--- src/rtl/issue_scoreboard.sv ---
// Issue stage with a single holding register and a register-pending scoreboard.
// A decoded uop is captured, held until its sources/destination are free and EX
// is ready, then issued; issuing a register writer marks its rd pending until
// writeback. Optional stall-cycle counter: define ISSUE_PERF_CNT_EN.

package riscv_uop_pkg;

  typedef struct packed {
    logic        valid;
    logic [6:0]  opcode;
    logic [4:0]  rd;
    logic [4:0]  rs1;
    logic [4:0]  rs2;
    logic        uses_rs1;
    logic        uses_rs2;
    logic        writes_rd;
    logic [31:0] imm;
  } uop_t;

endpackage

module issue_scoreboard
  import riscv_uop_pkg::*;
#(
  parameter int unsigned PERF_CNT_W = 32
) (
  input  logic                  clk,
  input  logic                  rst_n,
  input  logic                  i_dec_valid,
  input  uop_t                  i_uop,
  input  logic [31:0]           i_dec_pc,
  output logic                  o_dec_ready,
  output logic                  o_ex_valid,
  output uop_t                  o_ex_uop,
  output logic [31:0]           o_ex_pc,
  input  logic                  i_ex_ready,
  input  logic                  i_wb_valid,
  input  logic [4:0]            i_wb_rd,
  input  logic                  i_flush,
  output logic                  o_stall_to_dec,
  output logic [31:0]           o_busy_regs
`ifdef ISSUE_PERF_CNT_EN
  ,
  output logic [PERF_CNT_W-1:0] o_stall_cnt
`endif
);

  if (PERF_CNT_W < 1) begin : g_bad_width
    $error("PERF_CNT_W must be at least 1");
  end

  typedef enum logic [0:0] {StEmpty, StHeld} state_e;

  state_e      state_q, state_d;
  uop_t        uop_q, uop_d;
  logic [31:0] pc_q, pc_d;
  logic [31:0] pend_q, pend_d;

  logic        held;
  logic [31:0] rel;
  logic [31:0] eff;
  logic [31:0] set;
  logic        hazard;
  logic        issue;
  logic        accept;

  // Hazard check against pending bits, with same-cycle writeback bypass.
  always_comb begin
    rel    = i_wb_valid ? (32'd1 << i_wb_rd) : 32'd0;
    eff    = pend_q & ~rel;
    held   = (state_q == StHeld);
    hazard = (uop_q.uses_rs1  && (uop_q.rs1 != 5'd0) && eff[uop_q.rs1]) ||
             (uop_q.uses_rs2  && (uop_q.rs2 != 5'd0) && eff[uop_q.rs2]) ||
             (uop_q.writes_rd && (uop_q.rd  != 5'd0) && eff[uop_q.rd]);
    issue  = held && !hazard && i_ex_ready && !i_flush;
  end

  // Handshake and issue outputs; payload is zeroed whenever nothing issues.
  always_comb begin
    o_dec_ready    = !i_flush && (!held || issue);
    accept         = i_dec_valid && o_dec_ready;
    o_stall_to_dec = !o_dec_ready;
    o_ex_valid     = issue;
    o_ex_uop       = issue ? uop_q : '0;
    o_ex_pc        = issue ? pc_q : 32'd0;
    o_busy_regs    = pend_q;
  end

  // Holding-register FSM next state. Invalid uops are accepted but not held.
  always_comb begin
    state_d = state_q;
    uop_d   = uop_q;
    pc_d    = pc_q;
    if (i_flush) begin
      state_d = StEmpty;
    end else if (accept && i_uop.valid) begin
      state_d = StHeld;
      uop_d   = i_uop;
      pc_d    = i_dec_pc;
    end else if (issue) begin
      state_d = StEmpty;
    end
  end

  // Scoreboard update: release first, then set, so set wins on the same rd.
  always_comb begin
    set = 32'd0;
    if (issue && uop_q.writes_rd && (uop_q.rd != 5'd0)) begin
      set = 32'd1 << uop_q.rd;
    end
    pend_d = (eff | set) & ~32'd1;
  end

  // State registers.
  always_ff @(posedge clk or negedge rst_n) begin
    if (!rst_n) begin
      state_q <= StEmpty;
      uop_q   <= '0;
      pc_q    <= 32'd0;
      pend_q  <= 32'd0;
    end else begin
      state_q <= state_d;
      uop_q   <= uop_d;
      pc_q    <= pc_d;
      pend_q  <= pend_d;
    end
  end

`ifdef ISSUE_PERF_CNT_EN
  logic [PERF_CNT_W-1:0] stall_cnt_q, stall_cnt_d;

  // Count cycles a held uop waits (hazard or backpressure), saturating.
  always_comb begin
    stall_cnt_d = stall_cnt_q;
    if (held && !issue && !i_flush && (stall_cnt_q != '1)) begin
      stall_cnt_d = stall_cnt_q + PERF_CNT_W'(1);
    end
  end

  // Stall counter register.
  always_ff @(posedge clk or negedge rst_n) begin
    if (!rst_n) begin
      stall_cnt_q <= '0;
    end else begin
      stall_cnt_q <= stall_cnt_d;
    end
  end

  assign o_stall_cnt = stall_cnt_q;
`endif

endmodule

--- config.mk ---
export PLATFORM = sky130hd
export DESIGN_NAME = issue_scoreboard
export DESIGN_NICKNAME = d
export VERILOG_FILES = /design/src/rtl/issue_scoreboard.sv
export SDC_FILE = /design/constraint.sdc
export NUM_CORES = 1
export LEC_CHECK = 0
export CAP_MARGIN = 20
export CORE_AREA = 2 2 124 126
export CTS_CLUSTER_SIZE = 25
export DETAILED_ROUTE_END_ITERATION = 10
export DIE_AREA = 0 0 126 128
export GPL_ROUTABILITY_DRIVEN = 0
export HOLD_SLACK_MARGIN = 0.08
export PLACE_DENSITY = 0.81
export SYNTH_ARGS = -nofsm -noshare
export SYNTH_HDL_FRONTEND = slang
export SYNTH_SLANG_ARGS = --single-unit
--- constraint.sdc ---
create_clock -name clk -period 4.3 [get_ports clk]
set_clock_uncertainty 0.2 [all_clocks]
set_input_delay 0.645 -clock clk [delete_from_list [all_inputs] [get_ports clk]]
set_output_delay 0.645 -clock clk [all_outputs]
set_load 0.02 [all_outputs]
## Yosys cells after proc, flatten, opt, wreduce, memory -nomap -nowiden

Cells that the tools add are included.

- Input bits: 101
- Output and inout port bits: 125
- Bits in registers: 122

- Bitwise logic cells: 4
- Mux-type cells: 13
- Order comparisons: 3
- Reduce and logical (&&, ||, !) cells: 26
- Shift operators: 2

Operators by type and width:

| cell | number |
|---|---|
| $mux W32 | 3 |
| $shl A1 B5 Y32 const A | 2 |
| $mux W58 | 1 |
| $and A32 B32 Y32 | 1 |
| $not A32 Y32 | 1 |
| $or A32 B32 Y32 | 1 |
| $lt A5 B6 Y1 const B | 3 |
| $bmux W1 S5 | 3 |
| $reduce_bool A5 Y1 | 3 |
| $logic_and A1 B1 Y1 | 14 |
| $mux W1 | 6 |
| $logic_not A1 Y1 | 4 |
| $logic_or A1 B1 Y1 | 3 |
| $reduce_bool A3 Y1 | 1 |
| $reduce_and A2 Y1 | 1 |
| $not A1 Y1 | 1 |

## Depth between registers and ports, before layout

- Depth after elaboration: 19
- Mapped depth: 13
- Mapped depth without buffers: 9

## Worst setup path after synthesis

OpenSTA, ideal clock, no wires.

- Path type: in2out
- From: in i_wb_rd[0]
- To: out o_ex_pc[0]
- Required time: 3455 ps
- Path slack: 87 ps
- Arrival: 3368 ps
- Cell stages on the path: 13
- Path through: clkbuf_1 -> clkbuf_1 -> xor2_1 -> o31ai_1 -> a2111oi_0 -> a221oi_1 -> o21ai_0 -> nand4b_2 -> or3_1 -> inv_1 -> clkbuf_1 -> clkbuf_1 -> and2_1

- Word-level cells in the longest chain between the ends: 14

RTL lines:

| item | RTL line | RTL |
|---|---|---|
| start, declared | 38 | `input logic [4:0] i_wb_rd,` |
| $shl A1 B5 Y32 (*) | 69 | `rel = i_wb_valid ? (32'd1 << i_wb_rd) : 32'd0;` |
| $mux W32 (*) | 69 |  |
| $not A32 Y32 (*) | 70 | `eff = pend_q & ~rel;` |
| $and A32 B32 Y32 (*) | 70 |  |
| $bmux W1 S5, on equally long branches | 72, 73 |  |
| $mux W1, on equally long branches | 72, 73 |  |
| $logic_and A1 B1 Y1, on equally long branches | 72, 73 |  |
| $logic_or A1 B1 Y1 | 72 | `hazard = (uop_q.uses_rs1 && (uop_q.rs1 != 5'd0) && eff[uop_q.rs1]) \|\|` |
| $logic_or A1 B1 Y1 (*) | 73 | `(uop_q.uses_rs2 && (uop_q.rs2 != 5'd0) && eff[uop_q.rs2]) \|\|` |
| $logic_not A1 Y1 (*) | 75 | `issue = held && !hazard && i_ex_ready && !i_flush;` |
| $logic_and A1 B1 Y1 (*) (3 in series) | 75 |  |
| $mux W32 (*) | 85 | `o_ex_pc = issue ? pc_q : 32'd0;` |
| end, declared | 35 | `output logic [31:0] o_ex_pc,` |

Every way passes the cells marked *; elsewhere a longest branch is shown, timed or not. The select of a mux whose other input is x is not followed.

==> results.py <==
metrics = {
    "final_layout": {
        "final_area_mm2": 0.01063,
        "area_growth_pct": 55.84,
        "final.fill_count": 1027,
        "insertedDiodeCount": 0,
        "final_net_count": 1040,
        "multiInputGateArea_mm2": 0.003638,
        "regArea_mm2": 0.003055,
        "drive_gt1_frac": 0.3834,
    },
    "global_route": {
        "grt_pass1_wl_um": 37420,
        "grt_antenna_before_repair": 0,
        "overflow": 0,
        "first_global_vias": 7032,
        "grt_max_degree": 67,
        "track_usage": 0.2952,
    },
    "detailed_routing": {
        "dr.pass1.iters": 6,
        "wl_per_cell_um": 21.08,
        "vias": 6679,
        "ant_nets": 0,
        "via_per_inst": 5.859,
        "drtIter0Drc": 639,
        "drc_errors": 0,
        "wirelength_um": 24030,
    },
    "yosys": {
        "synthTopCellsByCount": "dfrtp_1 (122), and2_1 (84), mux2_2 (59), mux2_1 (38), o21ai_0 (37)",
        "synthArstFlopShare": 1.000,
        "synthSimpleGateAreaFrac": 0.1660,
        "ys_ff_latch": 122,
        "synth_compound_area_frac": 0.1332,
        "synth_top_family_by_area": "multiplexers",
        "synth_edf_count": 0,
        "yosysWarnings": 0,
        "synth-xor-area-share": 0.008989,
        "synth_most_common_cell": "dfrtp_1",
        "synth_top_area_share": 0.4476,
        "synth_top_area_cell": "dfrtp_1",
        "ys.flop_type": "dfrtp_1",
        "synth_nets": 732,
        "ys_types": 69,
        "synthCells": 631,
        "synth_fa_ha_area_frac": 0,
        "synthMuxAreaShare": 0.1972,
        "synth_area_per_cell_um2": 10.81,
        "ys_top_cells_by_area": "dfrtp_1 (45%), mux2_2 (9.7%), and2_1 (7.7%), mux2_1 (6.3%), o31ai_1 (3.6%)",
        "synth_area_mm2": 0.006820,
        "synth.yosys.seq_area_share": 0.4476,
    },
    "critical_path": {
        "r2r_cells": 14,
        "crit_path_end_kind": "output port",
        "cp_max_fo": 8,
        "ff2ff_setup_slack_ns": 0.64,
        "cp_data_arrival_time_ns": 3.41,
        "reg2reg_from": "uop_q[40]",
        "critPathRequiredTime_ns": 3.45,
        "worst-setup-path-type": "in -> out",
        "timing.rr.end": "uop_q[4]",
        "cp-start-kind": "primary input",
    },
    "timing": {
        "hold_viol_final": 0,
        "slew_headroom": 0.4173,
        "timing.fmax_mhz": 234.8,
        "fin_tns_setup_ns": 0,
        "fin_crit_sh": 0.9905,
        "fin_ws_ns": 0.04068,
        "slew_violations": 0,
        "tightest_slew_ns": 0.8741,
        "setup_violations": 0,
        "rsz0062_at_grt": "true",
        "fin_crit_ns": 4.259,
    },
    "die": {
        "die_area_mm2": 0.01613,
        "die_w_um": 126,
        "die-height_um": 128,
        "core.rowCount": 45,
        "start_util": 0.4588,
        "ios": 226,
        "core_area_mm2": 0.01486,
    },
    "clock_network": {
        "cts_root_buf": "clkbuf_16",
        "cts.path.max_buffers": 2,
        "clk_pin_slew_worst_paths_ns": 0.06,
        "ctsHoldBuffers": 0,
        "cts_tree": "built",
        "clk_latency_ns": 0.42,
        "cts_buffers": 17,
        "ctsHtreeMaxLevel": 4,
        "cts.sink_count": 122,
    },
    "status": {
        "outcome": "completed",
    },
    "pwr": {
        "vdd_ir_drop_max_mv": 0.2993,
        "leakage_uw": 0.004694,
        "power_per_cell_area_mw_per_mm2": 452.3,
        "finalPower_uw": 4807,
    },
    "hold_path": {
        "hold_path_class": "in -> async",
    },
    "job": {
        "drv_cap": 0,
    },
    "placed_design": {
        "pre_cts_ws_ns": -0.9047,
        "hpwl_um": 16680,
        "dpl_cell_area_mm2": 0.009777,
        "io_buffers": 224,
    },
}
==> cell families after synthesis <==
group	count (synthesis)
AND/OR/NAND/NOR	193
buffers and inverters	63
multiplexers	116
other	1
flip-flops	122
AO/OA/AOI/OAI	129
XOR/XNOR	7
==> state kept, by name, summed over array words and instances, names as in the netlist <==
register,flops
uop_q,58
pc_q,32
o_busy_regs,31
held,1
==> per-layer routing <==
layer / up-vias / track usage / wire [µm] / part of all wire
met3: 96 / 0.1073 / 2486 / 0.10
li1: 2922 / - / - / -
met5: - / 0 / 0 / 0
met4: 0 / 0.1364 / 959 / 0.040
met2: 449 / 0.4839 / 11430 / 0.48
met1: 3212 / 0.3479 / 9159 / 0.38
==> worst max-delay path, cell delays in order <==
cell and delay (ns):
buf_4 0.12, buf_6 0.13, buf_4 0.13, nand4_1 0.12, buf_4 0.19, o21ai_0 0.17, o2111ai_1 0.26, a211oi_1 0.08
or4_1 0.55, a31oi_2 0.19, or3_4 0.19, inv_8 0.05, buf_12 0.14, clkbuf_16 0.16, and2_4 0.15, buf_6 0.12
==> cell usage in the layout (no fill, tap or decap), types with 4 or more instances in the layout <==
master / n
o21ai_2: 6
buf_16: 4
buf_12: 9
inv_1: 8
a211oi_1: 6
o21ai_1: 10
clkdlybuf4s50_1: 124
buf_2: 57
o21ai_0: 23
nor2b_1: 7
buf_6: 26
nor2_1: 24
inv_6: 4
o31ai_1: 33
dfrtp_1: 120
buf_4: 116
mux2i_1: 13
o211ai_1: 8
nand3_1: 14
and2_4: 20
xnor2_1: 4
and2_1: 64
nand2_1: 18
mux2_1: 38
mux2_2: 59
mux4_2: 5
nand4b_1: 5
o2111ai_1: 5
a21oi_1: 5
nor3_1: 10
nand2b_1: 5
clkbuf_16: 19
==> area by class of cell <==
class,instances,area share
timing repair buffer,342,0.2879
tap,188,0.02213
clock inverter,12,0.01295
sequential,122,0.2875
clock buffer,20,0.04297
inverter,10,0.004238
multi-input combinational,446,0.3423
==> where the power goes <==
part           total (µW)  internal, µW  switching [µW]  leakage [µW]
clock network        1450           890             559      0.000288
logic                1620           826             797       0.00291
registers            1740          1440             294       0.00150
==> repair_timing <==
action	in CTS	in global routing
resized for setup	400	136
cloned	3	2
setup buffers	14	9
endpoints found under the setup margin	93	93
pin swaps	11	25
==> worst max path at each step <==
| stage | endpoint | cells after the start | startpoint |
|---|---|---|---|
| after floorplan | o_ex_pc[0] | 13 | i_wb_rd[0] |
| after global placement | o_ex_uop[28] | 13 | i_wb_valid |
| after detailed placement | o_ex_uop[28] | 13 | i_wb_valid |
| after CTS | o_ex_valid | 13 | i_wb_rd[4] |
| after global routing | o_ex_uop[39] | 15 | i_wb_rd[4] |
| final | o_ex_uop[38] | 16 | i_wb_valid |
==> stage by stage <==
stage	hold slack, ns	utilization	instances
2_1_floorplan	0.1494	-	631
3_3_place_gp	0.2431	0.6577	1080
3_5_place_dp	0.2513	0.6577	1080
4_1_cts	0.1684	0.7024	1129
5_1_grt	0.2185	0.7151	1140
6_report	0.1476	0.7151	1140
Note: power is estimated with default switching activity, not from simulation.
